File: src/rtl/fetch_unit.sv
// Instruction fetch stage: owns the PC, reads program bytes over a ready/valid port
// and presents them to the control unit. Define FETCH_PREFETCH_EN for a 2-entry buffer.
module fetch_unit #(
    parameter int          ADDR_W    = 16,
    parameter int unsigned RESET_VEC = 0
) (
    input  logic              clk,
    input  logic              rst_n,
    input  logic              halt,
    input  logic              pcc,
    input  logic              jmp,
    input  logic [ADDR_W-1:0] jmp_addr,
    output logic              mem_rd,
    output logic [ADDR_W-1:0] mem_addr,
    input  logic              mem_ready,
    input  logic [7:0]        mem_data,
    output logic [7:0]        ir_data,
    output logic              ir_valid,
    output logic [ADDR_W-1:0] pc
);

`ifdef FETCH_PREFETCH_EN
    localparam logic [1:0] DEPTH = 2'd2;
`else
    localparam logic [1:0] DEPTH = 2'd1;
`endif
    localparam logic [ADDR_W-1:0] RST_PC = ADDR_W'(RESET_VEC);
    localparam logic [ADDR_W-1:0] PC_ONE = ADDR_W'(1);

    typedef enum logic [1:0] {
        IDLE = 2'd0,
        REQ  = 2'd1,
        HOLD = 2'd2
    } state_e;

    state_e            state_q, state_d;
    logic [ADDR_W-1:0] pc_q, pc_d;
    logic              mem_rd_q;
    logic              ir_valid_q;
    logic [7:0]        head_q, head_d;
`ifdef FETCH_PREFETCH_EN
    logic [7:0]        tail_q, tail_d;
`endif
    logic [1:0]        cnt_q, cnt_d;
    logic              push_s, pop_s, free_s;

    // Jump dominates: it cancels both the capture and the pop of the current cycle.
    always_comb begin
        push_s = (state_q == REQ) && mem_ready && !jmp;
        pop_s  = pcc && (cnt_q != 2'd0) && !jmp;
    end

`ifdef FETCH_PREFETCH_EN
    // Two-entry buffer: head is presented, tail holds the prefetched byte.
    always_comb begin
        head_d = head_q;
        tail_d = tail_q;
        cnt_d  = cnt_q;
        if (jmp) begin
            head_d = 8'h00;
            tail_d = 8'h00;
            cnt_d  = 2'd0;
        end else begin
            case ({push_s, pop_s})
                2'b10: begin
                    if (cnt_q == 2'd0) begin
                        head_d = mem_data;
                    end else begin
                        tail_d = mem_data;
                    end
                    cnt_d = cnt_q + 2'd1;
                end
                2'b01: begin
                    head_d = tail_q;
                    cnt_d  = cnt_q - 2'd1;
                end
                2'b11: begin
                    if (cnt_q == 2'd1) begin
                        head_d = mem_data;
                    end else begin
                        head_d = tail_q;
                        tail_d = mem_data;
                    end
                end
                default: begin
                    cnt_d = cnt_q;
                end
            endcase
        end
    end
`else
    // Single-entry buffer: the presented byte is the only storage.
    always_comb begin
        head_d = head_q;
        cnt_d  = cnt_q;
        if (jmp) begin
            head_d = 8'h00;
            cnt_d  = 2'd0;
        end else begin
            case ({push_s, pop_s})
                2'b10:   begin head_d = mem_data; cnt_d = 2'd1; end
                2'b01:   begin cnt_d = 2'd0; end
                2'b11:   begin head_d = mem_data; end
                default: begin cnt_d = cnt_q; end
            endcase
        end
    end
`endif

    // Free-slot decisions look at post-update occupancy so a pop re-arms REQ at once.
    always_comb begin
        free_s  = (cnt_d < DEPTH);
        state_d = state_q;
        pc_d    = pc_q;
        if (jmp) begin
            pc_d    = jmp_addr;
            state_d = halt ? IDLE : REQ;
        end else begin
            if (push_s) begin
                pc_d = pc_q + PC_ONE;
            end else begin
                pc_d = pc_q;
            end
            case (state_q)
                IDLE: begin
                    if (!halt && free_s) begin
                        state_d = REQ;
                    end else begin
                        state_d = IDLE;
                    end
                end
                REQ: begin
                    if (!mem_ready) begin
                        state_d = REQ;
                    end else if (!halt && free_s) begin
                        state_d = REQ;
                    end else begin
                        state_d = HOLD;
                    end
                end
                HOLD: begin
                    if (!halt && free_s) begin
                        state_d = REQ;
                    end else begin
                        state_d = HOLD;
                    end
                end
                default: begin
                    state_d = IDLE;
                end
            endcase
        end
    end

    // State, PC, buffer and registered output flags.
    always_ff @(posedge clk or negedge rst_n) begin
        if (!rst_n) begin
            state_q    <= IDLE;
            pc_q       <= RST_PC;
            mem_rd_q   <= 1'b0;
            ir_valid_q <= 1'b0;
            head_q     <= 8'h00;
`ifdef FETCH_PREFETCH_EN
            tail_q     <= 8'h00;
`endif
            cnt_q      <= 2'd0;
        end else begin
            state_q    <= state_d;
            pc_q       <= pc_d;
            mem_rd_q   <= (state_d == REQ);
            ir_valid_q <= (cnt_d != 2'd0);
            head_q     <= head_d;
`ifdef FETCH_PREFETCH_EN
            tail_q     <= tail_d;
`endif
            cnt_q      <= cnt_d;
        end
    end

    assign mem_rd   = mem_rd_q;
    assign mem_addr = pc_q;
    assign pc       = pc_q;
    assign ir_data  = head_q;
    assign ir_valid = ir_valid_q;

endmodule

File: config.mk
export PLATFORM = sky130hd
export DESIGN_NAME = fetch_unit
export DESIGN_NICKNAME = d
export VERILOG_FILES = /design/src/rtl/fetch_unit.sv
export SDC_FILE = /design/constraint.sdc
export NUM_CORES = 1
export LEC_CHECK = 0
export CORE_MARGIN = 10
export CORE_UTILIZATION = 45
export CTS_BUF_LIST = sky130_fd_sc_hd__clkbuf_4 sky130_fd_sc_hd__clkbuf_8 sky130_fd_sc_hd__clkbuf_16
export DETAILED_ROUTE_END_ITERATION = 6
export GPL_ROUTABILITY_DRIVEN = 1
export PLACE_DENSITY = 0.95
export SYNTH_ARGS = -nofsm -noshare
export SYNTH_HDL_FRONTEND = slang
export SYNTH_SLANG_ARGS = --single-unit
File: constraint.sdc
create_clock -name clk -period 3.8 [get_ports clk]
set_input_delay 0.38 -clock clk [delete_from_list [all_inputs] [get_ports clk]]
set_output_delay 0.38 -clock clk [all_outputs]
set_load 0.005 [all_outputs]
# Word-level counts from Yosys, hierarchy flattened
# Index checks and enable logic that the tools add are counted.
word_totals:
  ff_bits: 30
  input_bits: 30
  elab_cells: 39
op_classes:
  add_sub_neg: 1
  magnitude_cmp: 1
  eq_ne: 6
  mux: 12
  reduce_logical: 13
ops:
  columns: ["operator", "n"]
  rows:
  - ["$mux W16", 2]
  - ["$add A16 B1 Y16 const B", 1]
  - ["$mux W8", 2]
  - ["$mux W2", 4]
  - ["$reduce_bool A2 Y1", 4]
  - ["$eq A2 B1 Y1 const B", 3]
  - ["$eq A2 B2 Y1 const B", 3]
  - ["$pmux W2 S3", 1]
  - ["$logic_and A1 B1 Y1", 5]
  - ["$pmux W2 S2", 1]
  - ["$logic_not A1 Y1", 2]
  - ["$logic_not A2 Y1", 1]
  - ["$lt A2 B1 Y1 const B", 1]
  - ["$mux W1", 2]
  - ["$reduce_or A2 Y1", 1]

# Logic depth before layout (Yosys ltp)
logic_depth:
  ltp_word: 13
  depth_mapped: 9

# Worst setup path before layout
# No wires, ideal clock.
synth_timing:
  path_type: "flip-flop to flip-flop"
  from: "register state_q[1]"
  to: "register mem_rd_q (netlist: mem_rd)"
  t_arrival_ps: 1822
  t_required_ps: 3669
  slack_ps: 1846
  stages_incl_launch_ff: 10
  n_path_buf: 2
  period_less_slack_ps: 1954
  path_cell_list: "dfrtp_1 -> and3b_1 -> clkbuf_1 -> and2_1 -> ha_1 -> clkbuf_1 -> mux2i_1 -> o21bai_1 -> a211o_1 -> o211ai_1"
synth_via:
  elab_chain_len: 13
  elab_cells_between_ends: 17
  classes_between: "order compare: 1; eq/ne: 5; mux: 7; reduce/logical: 4"
synth_lines:
  columns: ["item", "line_no", "text"]
  rows:
  - ["start, declared", "36", "state_e state_q, state_d;"]
  - ["start signal, assigned", "168", "state_q <= state_d;"]
  - ["$eq A2 B1 Y1", "49, 124", null]
  - ["$logic_and A1 B1 Y1 (2 in series)", "49", "push_s = (state_q == REQ) && mem_ready && !jmp;"]
  - ["$eq A2 B1 Y1 or $eq A2 B2 Y1 (tied branches)", "100", "case ({push_s, pop_s})"]
  - ["$pmux W2 S2", "100", null]
  - ["$mux W2", "96", "if (jmp) begin"]
  - ["$lt A2 B1 Y1", "112", "free_s = (cnt_d < DEPTH);"]
  - ["$logic_and A1 B1 Y1", "126, 135, 142", null]
  - ["$mux W2", "135, 142", null]
  - ["$mux W2", "133", "if (!mem_ready) begin"]
  - ["$pmux W2 S3 *", "124", "case (state_q)"]
  - ["$mux W2 *", "115", "if (jmp) begin"]
  - ["$eq A2 B1 Y1 *", "170", "mem_rd_q <= (state_d == REQ);"]
  - ["end signal, assigned", "170", null]
  - ["end, declared", "38", "logic mem_rd_q;"]
# Mark *: on every way between the ends. The rest lies on a longest branch, timed or not.
# A chain may end at the register's enable or synchronous reset.

# Final worst setup path
layout_timing:
  from: "input port mem_ready"
  to: "register state_q[0]"
layout_via:
  elab_chain_len: 11
  elab_cells_between_ends: 13
  classes_between: "order compare: 1; eq/ne: 2; mux: 7; reduce/logical: 3"
layout_lines:
  columns: ["item", "line_no", "text"]
  rows:
  - ["start, declared", "15", "input logic mem_ready,"]
  - ["$logic_and A1 B1 Y1 (2 in series)", "49", null]
  - ["$eq A2 B1 Y1 or $eq A2 B2 Y1 (tied branches)", "100", null]
  - ["$pmux W2 S2", "100", null]
  - ["$mux W2", "96", null]
  - ["$lt A2 B1 Y1", "112", null]
  - ["$logic_and A1 B1 Y1", "126, 135, 142", null]
  - ["$mux W2", "135, 142", null]
  - ["$mux W2", "133", null]
  - ["$pmux W2 S3 *", "124", null]
  - ["$mux W2 *", "115", null]
  - ["net state_d[0]", "36", null]
# The timed path passes the listed nets; every way through them passes the cells marked *.

==> impl_metrics.csv <==
group,metric,value,unit
run_status,outcome,"completed",
clocking,ctsResizeCount,0,
routing,drc,0,
global_route,grt_use_met1,14.7,%
worst_setup_path,critical_path_class,"primary input to register",
floorplan,dieWidth,80.4,µm
clocking,cts_tree,"built",
logic_synthesis,yosys.area.top_type,"dfrtp_1",
timing,final-setup-viol-count,0,
global_route,first_global_vias,1481,
floorplan,rows,21,
routing,antenna_left,0,
worst_setup_path,cp-endpoint,"state_q[0]",
routing,vias,1496,
clocking,cts_buffers,5,
placed_design,place_ws,1.24,ns
global_route,met3_usage,4.01,%
worst_setup_path,worstReg2RegEnd,"state_q[0]",
routing,wl_per_cell,15.6,µm
worst_setup_path,cp-start-kind,"primary input",
worst_setup_path,startpoint,"mem_ready",
worst_setup_path,critPathMaxFanout,10,
routing,vias_per_cell,5.30,
clocking,clock_latency,0.33,ns
logic_synthesis,yosysMostFrequentCell,"dfrtp_1",
timing,max_freq,450,MHz
timing,period_minus_slack,2.22,ns
power,leakagePower,0.950,nW
clocking,h-tree-depth,2,
timing,finalHoldViolations,0,
floorplan,initial_core_util,48.0,%
logic_synthesis,ys_ff_latch,30,
clocking,clock-sinks,30,
worst_setup_path,rr_startpoint,"state_q[1]",
global_route,antenna_found_initial,0,
worst_setup_path,r2r_cells,7,
final_layout,diodes,0,
floorplan,die_area,6460,µm²
logic_synthesis,ys_async_sr_fraction,100,%
global_route,busiest_layer,"met2",
logic_synthesis,avgSynthCellArea,9.22,µm²
timing,maxSlewHeadroom,59.7,%
global_route,grt.overflow.total,0,
clocking,clockBufferDepth,2,
global_route,grt_pass1_wl,7100,µm
hold_path,hp-class,"primary input to asynchronous set/reset pin",
routing,drtIter0Drc,83,
final_layout,nets,268,
clocking,cts_setup_buffers,0,
global_route,use_met2,23.9,%
timing,finalCritPeriodShare,58.4,%
placed_design,io_buffers,71,
logic_synthesis,synth_commonest_cells,"dfrtp_1 (30), nand2_1 (26), o21ai_0 (22), buf_4 (16), a21oi_1 (8)",
placed_design,routabilityCongestion,0.789,
timing,slew_violations,0,
logic_synthesis,yosysWarnings,0,
worst_setup_path,reg2reg_setup_slack,1.68,ns
timing,timing.hold.ws,0.426,ns
power,peakVddDrop,0.176,mV
floorplan,coreArea,3420,µm²
placed_design,hpwl,3440,µm
clocking,cts_hold_buf,0,
global_route,grt_max_degree,43,
clocking,clk_pin_slew,0.09,ns
global_route,grt_usage,13.7,%
logic_synthesis,ys_types,30,
timing,skew,0.00531,ns
logic_synthesis,yosysSeqAreaShare,45.8,%
routing,dr.pass1.iters,4,
final_layout,drive_above_1_share,5.93,%
final_layout,nFillCells,276,
routing,drt-total-wl,4400,µm
clocking,ctsRootBufferMaster,"clkbuf_4",
worst_setup_path,required,4.01,ns
worst_setup_path,endpoint_kind,"register",
logic_synthesis,synthFlopType,"dfrtp_1",
power,power.density,335,nW/µm²
flow_run,max-cap-violations,0,
logic_synthesis,synth_nets,211,
floorplan,die_height,80.4,µm
timing,worst_slew_pin_slew,0.599,ns
floorplan,ios,72,
logic_synthesis,synth-edff-count,0,
worst_setup_path,cp_data_arrival_time,2.43,ns
logic_synthesis,synth_cells,178,
timing,rsz0062_at_grt,"no",
timing,setup_slack,1.58,ns
timing,finalSetupTns,0,ns
final_layout,areaGrowthSynthToFinish,42.3,%
logic_synthesis,synth_top_cell_area_share,45.8,%
logic_synthesis,synthTopCellsByArea,"dfrtp_1 (46%), buf_4 (7.3%), o21ai_0 (6.7%)",
logic_synthesis,synth_area,1640,µm²
placed cells by master (no fill, tap or decap):
cell type / n
clkdlybuf4s50_1: 71
dfrtp_1: 30
nand2_1: 26
o21ai_0: 22
a21oi_1: 8
nor2_1: 7
xnor2_1: 7
nand3_1: 6
clkbuf_4: 6
inv_1: 5
mux2i_1: 4
nand4_1: 4
nor4_1: 4
nor3_1: 4
o211ai_1: 3
nor2b_1: 3
or3_1: 3
xor2_1: 3
ha_1: 3
and3b_1: 2
a31oi_1: 2
a22oi_1: 2
buf_4: 2
and2_1: 1
o21bai_1: 1
o221a_2: 1
a211o_1: 1
nand4_2: 1
nand4b_2: 1
or4_4: 1
clkinv_2: 1
clkbuf_8: 1
kinds of logic (layout without fill, tap and decap cells):
logic type / after synthesis / after routing / synth area share (%)
mux: 4 / 4 / 2.44
compound gates: 40 / 40 / 13.9
fa+ha+maj: 3 / 3 / 2.29
flops: 30 / 30 / 45.8
buf+inv: 28 / 86 / 10.5
xor+xnor: 10 / 10 / 5.34
simple gates: 63 / 63 / 19.8
where the power goes:
part	internal, W	total [W]	switching (W)
sequential	0.000344	0.000378	0.0000346
clock	0.0000967	0.000205	0.000108
combinational	0.000125	0.000199	0.0000740
total	0.000565	0.000782	0.000217
flip-flops by register name (all words and copies together) (netlist names):
| register | count |
|---|---|
| ir_valid | 1 |
| state_q | 2 |
| cnt_q | 2 |
| mem_addr | 16 |
| ir_data | 8 |
| mem_rd | 1 |
how the worst min path moves through the flow:
stage	from	endpoint	slack, ns	cells after the start
after floorplan	rst_n	cnt_q[0]	0.08	0
after global placement	ir_data[2]	ir_data[2]	0.50	2
after detailed placement	ir_data[7]	ir_data[7]	0.52	2
after CTS	rst_n	ir_data[0]	0.43	2
after global routing	rst_n	mem_addr[6]	0.44	2
final	rst_n	ir_data[0]	0.43	2
per-layer routing:
metal	up-vias	routed length (µm)
li1	719	-
met1	714	1760
met2	51	2250
met3	12	271
met4	0	112
met5	-	0
critical path, stage by stage:
cell             delay, ns
clkdlybuf4s50_1       0.53
and3b_1               0.32
and2_1                0.20
ha_1                  0.33
mux2i_1               0.16
o21bai_1              0.26
a211o_1               0.16
o211ai_1              0.09
cell type report:
| cell class | count | area, µm² | area share, % |
|---|---|---|---|
| clock inverters | 1 | 5.00 | 0.214 |
| inverters | 5 | 18.8 | 0.804 |
| clock buffers | 7 | 58.8 | 2.52 |
| well taps | 46 | 57.6 | 2.47 |
| repair buffers | 73 | 726 | 31.1 |
| multi-input cells | 120 | 717 | 30.7 |
| flip-flops and latches | 30 | 751 | 32.2 |
per-stage QoR:
stage               cell area [µm²]  std cells  power (W)  util, %
global placement               2270        274   0.000580     66.4
finish                         2330        282   0.000782     68.3
floorplan                      1640        178   0.000469        -
detailed placement             2270        274   0.000586     66.4
CTS                            2330        282   0.000793     68.3
global route                   2330        282   0.000827     68.3
Note: power is estimated with default switching activity, not from simulation.
